==> config.mk <==
export PLATFORM = sky130hd
export DESIGN_NAME = nes_pad_emulator
export DESIGN_NICKNAME = d
export VERILOG_FILES = /design/src/rtl/nes_pad_emulator_pkg.sv /design/src/rtl/nes_pad_emulator_line_sync.sv /design/src/rtl/nes_pad_emulator.sv
export SDC_FILE = /design/constraint.sdc
export NUM_CORES = 1
export LEC_CHECK = 0
export ABC_AREA = 0
export BUFFER_PORTS_ARGS = -buffer_cell sky130_fd_sc_hd__buf_2
export CORE_MARGIN = 1.5
export CORE_UTILIZATION = 58
export CTS_CLUSTER_DIAMETER = 150
export DETAILED_ROUTE_END_ITERATION = 10
export PLACE_DENSITY = 0.87
export SLEW_MARGIN = 20
export SYNTH_ARGS = -nofsm -noshare
export SYNTH_HDL_FRONTEND = slang
export SYNTH_SLANG_ARGS = --single-unit
==> constraint.sdc <==
create_clock -name i_clk -period 1.75 [get_ports i_clk]
set_clock_uncertainty 0.05 [all_clocks]
set_input_delay 0.35 -clock i_clk [delete_from_list [all_inputs] [get_ports i_clk]]
set_output_delay 0.35 -clock i_clk [all_outputs]
set_load 0.01 [all_outputs]
==> src/rtl/nes_pad_emulator_pkg.sv <==
// Shared definitions for the NES/SNES pad emulator: frame size, button bit
// positions (these match the pad-reader's nesState[11:0]), FSM state
// encoding and the frame-word builder.
package nes_pad_emulator_pkg;

  localparam int NES_FRAME_BITS = 16;

  // Button bit indices inside the 12-bit button vector.
  localparam int NES_BTN_B      = 0;
  localparam int NES_BTN_Y      = 1;
  localparam int NES_BTN_SELECT = 2;
  localparam int NES_BTN_START  = 3;
  localparam int NES_BTN_UP     = 4;
  localparam int NES_BTN_DOWN   = 5;
  localparam int NES_BTN_LEFT   = 6;
  localparam int NES_BTN_RIGHT  = 7;
  localparam int NES_BTN_A      = 8;
  localparam int NES_BTN_X      = 9;
  localparam int NES_BTN_L      = 10;
  localparam int NES_BTN_R      = 11;

  typedef enum logic [1:0] {
    ST_IDLE  = 2'd0,
    ST_LOAD  = 2'd1,
    ST_SHIFT = 2'd2,
    ST_DONE  = 2'd3
  } nes_state_e;

  // The wire is active-low for buttons; the pad ID nibble is sent raw.
  function automatic logic [NES_FRAME_BITS-1:0] nes_frame_word(
    input logic [3:0]  pad_id,
    input logic [11:0] buttons
  );
    return {pad_id, ~buttons};
  endfunction

endpackage

==> src/rtl/nes_pad_emulator_line_sync.sv <==
// Brings one asynchronous host line into the clk domain: a flop
// synchronizer, then a glitch filter that only accepts a new level after it
// has been seen on FILTER_LEN consecutive synced samples. Rise/fall pulses
// are registered and come out on the same edge the filtered level flips.
module nes_pad_emulator_line_sync #(
  parameter int   SYNC_STAGES = 2,
  parameter int   FILTER_LEN  = 3,
  parameter logic RST_VAL     = 1'b0
) (
  input  logic i_clk,
  input  logic i_reset,
  input  logic i_pin,
  output logic o_rise,
  output logic o_fall
);

  localparam int CW = (FILTER_LEN > 1) ? $clog2(FILTER_LEN) : 1;

  logic [SYNC_STAGES-1:0] r_sync;
  logic [CW-1:0]          r_cnt;
  logic                   r_level;
  logic                   r_rise;
  logic                   r_fall;

  logic w_synced;
  logic w_differs;
  logic w_accept;

  assign w_synced  = r_sync[SYNC_STAGES-1];
  assign w_differs = (w_synced != r_level);
  // The current sample is the FILTER_LEN-th in a row that disagrees.
  assign w_accept  = w_differs && (r_cnt == CW'(FILTER_LEN - 1));

  // Metastability chain; resets to the line's idle level.
  always_ff @(posedge i_clk) begin
    if (!i_reset) r_sync <= {SYNC_STAGES{RST_VAL}};
    else          r_sync <= {r_sync[SYNC_STAGES-2:0], i_pin};
  end

  // Run-length filter on the synced level plus edge pulses.
  always_ff @(posedge i_clk) begin
    if (!i_reset) begin
      r_level <= RST_VAL;
      r_cnt   <= '0;
      r_rise  <= 1'b0;
      r_fall  <= 1'b0;
    end else begin
      r_rise <= w_accept &&  w_synced;
      r_fall <= w_accept && !w_synced;
      if (w_accept) begin
        r_level <= w_synced;
        r_cnt   <= '0;
      end else if (w_differs) begin
        r_cnt   <= r_cnt + CW'(1);
      end else begin
        r_cnt   <= '0;
      end
    end
  end

  assign o_rise = r_rise;
  assign o_fall = r_fall;

endmodule

==> src/rtl/nes_pad_emulator.sv <==
// Controller side of the NES/SNES pad serial link. The host latches, then
// clocks 16 bits out LSB first; we present the active-low button image plus
// a raw pad ID nibble. Shifting happens on the host's rising nesc so each
// bit is settled well before the host samples on the following fall.
module nes_pad_emulator
  import nes_pad_emulator_pkg::*;
#(
  parameter int         SYNC_STAGES = 2,
  parameter int         FILTER_LEN  = 3,
  parameter logic [3:0] PAD_ID      = 4'h0,
  parameter int         TIMEOUT     = 25000
) (
  input  logic        i_clk,
  input  logic        i_reset,
  input  logic        i_nesl,
  input  logic        i_nesc,
  output logic        o_nesd,
  input  logic [11:0] i_buttons,
  output logic        o_frame_done,
  output logic        o_link_active
);

  localparam int TW = $clog2(TIMEOUT + 1);

  logic w_l_rise;
  logic w_l_fall;
  logic w_c_rise;
  logic w_unused_c_fall;

  // Latch idles low, shift clock idles high.
  nes_pad_emulator_line_sync #(
    .SYNC_STAGES(SYNC_STAGES),
    .FILTER_LEN (FILTER_LEN),
    .RST_VAL    (1'b0)
  ) u_sync_latch (
    .i_clk  (i_clk),
    .i_reset(i_reset),
    .i_pin  (i_nesl),
    .o_rise (w_l_rise),
    .o_fall (w_l_fall)
  );

  nes_pad_emulator_line_sync #(
    .SYNC_STAGES(SYNC_STAGES),
    .FILTER_LEN (FILTER_LEN),
    .RST_VAL    (1'b1)
  ) u_sync_clock (
    .i_clk  (i_clk),
    .i_reset(i_reset),
    .i_pin  (i_nesc),
    .o_rise (w_c_rise),
    .o_fall (w_unused_c_fall)
  );

  nes_state_e                r_state;
  nes_state_e                w_state_nxt;
  logic [NES_FRAME_BITS-1:0] r_shreg;
  logic [NES_FRAME_BITS-1:0] w_shreg_nxt;
  logic [4:0]                r_bit_cnt;
  logic [4:0]                w_bit_cnt_nxt;
  logic                      r_frame_done;
  logic                      w_frame_done_nxt;
  logic [TW-1:0]             r_to_cnt;
  logic                      r_link_active;
  logic [NES_FRAME_BITS-1:0] w_load_word;

  assign w_load_word = nes_frame_word(PAD_ID, i_buttons);

  // FSM state, shift register, bit counter and done pulse.
  always_ff @(posedge i_clk) begin
    if (!i_reset) begin
      r_state      <= ST_IDLE;
      r_shreg      <= '1;
      r_bit_cnt    <= '0;
      r_frame_done <= 1'b0;
    end else begin
      r_state      <= w_state_nxt;
      r_shreg      <= w_shreg_nxt;
      r_bit_cnt    <= w_bit_cnt_nxt;
      r_frame_done <= w_frame_done_nxt;
    end
  end

  // Next-state logic. A latch rise restarts the frame from any state and
  // beats a simultaneous nesc rise. Ones are shifted in from the top, so
  // after 16 shifts (and in IDLE after reset) the line idles high.
  always_comb begin
    w_state_nxt      = r_state;
    w_shreg_nxt      = r_shreg;
    w_bit_cnt_nxt    = r_bit_cnt;
    w_frame_done_nxt = 1'b0;
    if (w_l_rise) begin
      w_state_nxt   = ST_LOAD;
      w_shreg_nxt   = w_load_word;
      w_bit_cnt_nxt = '0;
    end else begin
      case (r_state)
        ST_IDLE: begin
          w_state_nxt = ST_IDLE;
        end
        ST_LOAD: begin
          // Keep tracking the buttons until the latch drops.
          w_shreg_nxt   = w_load_word;
          w_bit_cnt_nxt = '0;
          if (w_l_fall) w_state_nxt = ST_SHIFT;
        end
        ST_SHIFT: begin
          if (w_c_rise) begin
            w_shreg_nxt   = {1'b1, r_shreg[NES_FRAME_BITS-1:1]};
            w_bit_cnt_nxt = r_bit_cnt + 5'd1;
            if (r_bit_cnt == 5'(NES_FRAME_BITS - 1)) begin
              w_frame_done_nxt = 1'b1;
              w_state_nxt      = ST_DONE;
            end
          end
        end
        ST_DONE: begin
          w_state_nxt = ST_DONE;
        end
        default: begin
          w_state_nxt = ST_IDLE;
        end
      endcase
    end
  end

  // Link watchdog: restarted by each latch, saturates at TIMEOUT.
  always_ff @(posedge i_clk) begin
    if (!i_reset) begin
      r_to_cnt      <= '0;
      r_link_active <= 1'b0;
    end else if (w_l_rise) begin
      r_to_cnt      <= '0;
      r_link_active <= 1'b1;
    end else if (r_to_cnt != TW'(TIMEOUT)) begin
      r_to_cnt <= r_to_cnt + TW'(1);
      if (r_to_cnt == TW'(TIMEOUT - 1)) r_link_active <= 1'b0;
    end
  end

  assign o_nesd        = r_shreg[0];
  assign o_frame_done  = r_frame_done;
  assign o_link_active = r_link_active;

endmodule
* Word level (Yosys, flattened, before mapping)
Index checks and enable logic that the tools add are counted.
** Cells by class
- Equality and inequality tests :: 16
- Add/subtract/negate cells :: 4
- Bitwise gates (word level) :: 6
- Multiplexer cells :: 14
- Reduce and logical (&&, ||, !) cells :: 20
** Operators by type and width (count)
- two-way mux 16 bit :: 2
- one-hot mux 16 bit (2 select lines) :: 1
- adder 15 x 1 -> 15 bit (second input constant) :: 1
- equality test 15 bit (second input constant) :: 1
- inequality test 15 bit (second input constant) :: 1
- NOT 12 bit :: 1
- one-hot mux 5 bit (2 select lines) :: 1
- equality test 2 bit (second input constant) :: 4
- one-hot mux 2 bit (4 select lines) :: 1
- two-way mux 2 bit :: 3
- inequality test 3 x 1 -> 1 bit (second input constant) :: 2
- AND reduction 2 bit :: 3
- AND reduction 3 bit :: 2
- nonzero test 2 bit :: 3
- OR reduction 3 bit :: 2
- adder 5 x 1 -> 5 bit (second input constant) :: 1
- equality test 5 x 4 -> 1 bit (second input constant) :: 1
- logical AND 1 bit :: 5
- two-way mux 1 bit :: 5
- two-way mux 5 bit :: 1
- NOT 1 bit :: 5
- adder 2 x 1 -> 2 bit (second input constant) :: 2
- inequality test 2 x 1 -> 1 bit (second input constant) :: 2
- OR reduction 4 bit :: 1
- other kinds (8) :: 9
** Storage, ports and cells
- Bits in registers :: 53
- Input port bits :: 16

* Longest topological paths before layout
- Word-level depth :: 5
- Gate-level depth with buffers :: 9
- Depth with buffers taken out :: 7

* By module
A second synthesis with hierarchy kept.
** Unflattened totals
- Cell total of the unflattened synthesis :: 273
- Area, all modules :: 2552.4 µm²
** By module, submodules not included
- nes_pad_emulator :: cells each 235, instances 1, area each 2094.5 µm²
- nes_pad_emulator_line_sync at u_sync_latch :: cells each 19, instances 1, area each 230.2 µm²
- nes_pad_emulator_line_sync at u_sync_clock :: cells each 19, instances 1, area each 227.7 µm²

* Least setup slack after synthesis
No wires, ideal clock.
- Kind :: flip-flop to flip-flop
- Start point :: register r_state[0]
- End point :: register r_shreg[3]
- Data required time :: 1559 ps
- Slack :: 141 ps
- Period minus slack after synthesis :: 1609 ps
- Arrival :: 1418 ps
- Stages on the path, launching flop included :: 8
- Cell sequence :: dfxtp_1 inv_1 ha_1 buf_2 nand2b_1 a21oi_2 buf_2 o211ai_1
** Between the ends
- Longest elaborated chain between the ends :: 3
- Elaborated cells between the ends (all ways) :: 7
** RTL lines
- start, declared :: line nes_pad_emulator.sv:55 : nes_state_e r_state;
- start signal, assigned :: line nes_pad_emulator.sv:77 : r_state <= w_state_nxt;
- equality test 2 bit / equality test 2 x 1 -> 1 bit (equally long branches) :: line nes_pad_emulator.sv:97 : case (r_state)
- one-hot mux 16 bit (2 select lines) (tied with other cells) :: line nes_pad_emulator.sv:97
- two-way mux 16 bit / AND reduction 2 bit (equally long branches)
- end signal, assigned :: line nes_pad_emulator.sv:78 : r_shreg <= w_shreg_nxt;
- end, declared :: line nes_pad_emulator.sv:57 : logic [NES_FRAME_BITS-1:0] r_shreg;
Parallel ways exist; a longest one is shown, timed or not.
A chain may end at the register's enable or synchronous reset.

* Worst setup path after layout
- Start point :: register r_bit_cnt[0]
- End point :: register r_state[1]
** Between the ends
- Longest elaborated chain between the ends :: 3
** RTL lines
- start, declared :: line nes_pad_emulator.sv:59 : logic [4:0] r_bit_cnt;
- start signal, assigned :: line nes_pad_emulator.sv:79 : r_bit_cnt <= w_bit_cnt_nxt;
- equality test 5 x 4 -> 1 bit :: line nes_pad_emulator.sv:111 : if (r_bit_cnt == 5'(NES_FRAME_BITS - 1)) begin
- inequality test 2 bit (no source line)
- AND reduction 3 bit (no source line)
Every way passes these cells.

==> qor.yml <==
sta:
  max_freq_mhz: 637
  final-hold-violation-count: 0
  timing_max_transition_violations_final: 0
  totalNegativeSetupSlack_ns: 0
  maxSlewHeadroom: 0.757
  share_of_the_clock_period_used_by_the_worst_path: 0.897
  finalWorstPathRequiredPeriod_ns: 1.57
  worst_slew_pin_slew_ns: 0.365
  grt_setup_unrepaired: "no"
  final-setup-viol-count: 0
grt:
  grt_max_degree: 29
  use_met2: 0.391
  overflow_left_after_global_routing: 0
  number_of_global_route_vias_before_repair: 1856
  initial_antenna_violation_count: 0
  global_route_wire_length_before_repair_mm: 7.88
  global_route_track_usage_on_met1: 0.282
  global_route.usage.total: 0.235
  grt.busiest_layer: "met2"
  gr-usage-met3: 0.0647
yosys:
  ys_seq_area_frac: 0.462
  netlist.top_cell.by_area: "sky130_fd_sc_hd__dfxtp_1"
  synth_edf_count: 0
  post-synth-top-area-fraction: 0.462
  netlist_top_cells_count: "sky130_fd_sc_hd__dfxtp_1, sky130_fd_sc_hd__nand2_1, sky130_fd_sc_hd__nor2_1, sky130_fd_sc_hd__o21ai_0, sky130_fd_sc_hd__o211ai_1"
  post_synthesis_cell_area_um2: 2290
  most_frequently_used_cell_type_in_the_post_synthesis_netlist: "sky130_fd_sc_hd__dfxtp_1"
  ys_dominant_reg_cell: "sky130_fd_sc_hd__dfxtp_1"
  average_cell_area_after_synthesis_um2: 8.63
  synth.net_count: 292
  async_flop_share: 0
  synth_cells: 266
  synth_warnings: 0
  count_of_cell_types_in_the_netlist: 36
  synth_seq_cells: 53
  netlist_top_cells_area: "sky130_fd_sc_hd__dfxtp_1, sky130_fd_sc_hd__nand2_1, sky130_fd_sc_hd__ha_1, sky130_fd_sc_hd__o211ai_1, sky130_fd_sc_hd__nor2_1"
detailed_routing:
  routedWlPerCell_um: 12.8
  antenna_violating_nets_post_route: 0
  remaining_drc_errors: 0
  detailroute.via_count: 1855
  detailedRoute.firstPassIterationCount: 4
  detail_route.wirelength_mm: 4.28
  dr.first_iter.drc_count: 133
  vias_per_cell: 5.54
outcome:
  outcome: "complete, no violations"
clock_tree:
  cts_hold_buffers: 0
  cts.clk_slew.worst_paths_ns: 0.09
  root_buffer: "sky130_fd_sc_hd__clkbuf_8"
  clock_latency_ns: 0.31
  h-tree-depth: 2
  tritoncts: "built"
  cts_num_sinks: 53
  cts_setup_buffers: 0
  tritoncts.num_buffers: 5
  cts_max_path_buffers: 2
  post_cts.resized_instances: 0
final_layout:
  finish.net_count: 312
  finalCoreUtilization: 0.686
  n_fill_cell: 322
  area.growth.synth_to_final_pct: 12.0
  post_route_cells_drive_above_1_share: 0.132
  insertedDiodeCount: 0
die:
  starting_density_of_the_core: 0.613
  die_area_um2: 4340
  placement_rows: 22
  dieWidth_um: 65.9
  boundaryPins: 19
  design.core.area_um2: 3740
  die_h_um: 65.9
min_path:
  timing.hold.worst.class: "in2reg"
  min_delay_path_depth: 2
  min_from: "i_nesc"
power_and_ir_drop:
  maximum_vdd_ir_drop_mv: 1.37
  power-per-cell-area_nw_per_um2: 1290
  leakage_nw: 1.02
setup_path:
  criticalPathCategory: "reg2reg"
  endpoint_kind: "register"
  worstPathRequired_ns: 1.93
  launch_instance_of_the_worst_register_to_register_path: "r_bit_cnt[0]$_SDFFE_PP0P_"
  cp_launch_point: "r_bit_cnt[0]$_SDFFE_PP0P_"
  start_kind: "register"
  critPathMaxFanout: 4
  worst_ep_arrival_time_ns: 1.75
  r2r_worst_path_depth: 7
place:
  hpwl_mm: 3.00
  gp_congestion: 0.847
  numPortBuffers: 18
flow_run:
  max_cap_violations: 0
through the flow:
stage | instance area [um^2] | cells | power (mW) | setup WS (ns) | hold WS (ns)
6_report | 2570 | 335 | 3.31 | 0.181 | 0.169
3_5_place_dp | 2480 | 327 | 2.66 | 0.217 | 0.357
4_1_cts | 2570 | 335 | 3.33 | 0.190 | 0.166
3_3_place_gp | 2480 | 327 | 2.60 | 0.265 | 0.341
2_1_floorplan | 2290 | 266 | 2.32 | 0.141 | 0.336
5_1_grt | 2570 | 335 | 3.57 | 0.0589 | 0.159
report_power, final:
group          leakage [nW]  internal (mW)  total (mW)  switching [mW]
sequential            0.432           1.42        1.54           0.116
combinational         0.541          0.480        1.10           0.616
clock                0.0439          0.277       0.683           0.406
total                  1.02           2.18        3.31            1.14
path summary, 6_finish.rpt:
kind | slack, ns | end
setup reg to reg | 0.18 | r_state[1]$_SDFFE_PP0P_
hold reg to reg | 0.37 | u_sync_clock.r_cnt[0]$_SDFF_PP0_
setup / recovery | 0.18 | r_state[1]$_SDFFE_PP0P_
hold / removal | 0.17 | u_sync_clock.r_sync[0]$_SDFF_PN1_
routing by layer:
layer  part of all wire  routed length [um]
met5                  0                   0
met1               0.47                2030
met4              0.018                  77
met2               0.47                2010
met3              0.039                 168
critical path, stage by stage, from the launching register on:
cell                       delay, ns
sky130_fd_sc_hd__dfxtp_1        0.39
sky130_fd_sc_hd__ha_1           0.19
sky130_fd_sc_hd__and3_1         0.16
sky130_fd_sc_hd__ha_1           0.13
sky130_fd_sc_hd__nand2_1        0.08
sky130_fd_sc_hd__a21oi_1        0.21
sky130_fd_sc_hd__nor2_1         0.06
sky130_fd_sc_hd__a211oi_1       0.21
state kept, by name, indices dropped and copies added (netlist names), 2 cells and up:
| name | flops |
|---|---|
| u_sync_latch.r_cnt | 2 |
| u_sync_clock.r_cnt | 2 |
| u_sync_clock.r_sync | 2 |
| r_bit_cnt | 5 |
| u_sync_latch.r_sync | 2 |
| r_state | 2 |
| r_to_cnt | 15 |
| r_shreg | 16 |
cell usage in the layout (no fill, tap or decap), drive strengths merged, types with 9 or more instances in the layout:
cell and instances:
a21oi 11, nand2 45, nor2 20, inv 10
buf 25, o21ai 17, ha 10, o211ai 12
dfxtp 53, nor3 9
cell type report:
class,count,area (um^2),share of cell area
multi-input cells,191,1140,0.445
inverters,10,37.5,0.0146
flip-flops and latches,53,1060,0.413
well taps,48,60.1,0.0234
clock buffers,5,68.8,0.0268
repair buffers,25,180,0.0701
clock inverters,3,17.5,0.00682
cell families after synthesis:
family | count (synthesis) | share of synthesized area
and+or+nand+nor | 121 | 0.268
DFF | 53 | 0.462
AOI/OAI and AO/OA | 46 | 0.122
buffers and inverters | 22 | 0.0387
xor gates and xnor gates | 12 | 0.0458
adders and majority gates | 10 | 0.0545
muxes | 2 | 0.00872
No activity file was read; power rests on OpenSTA's default activity.
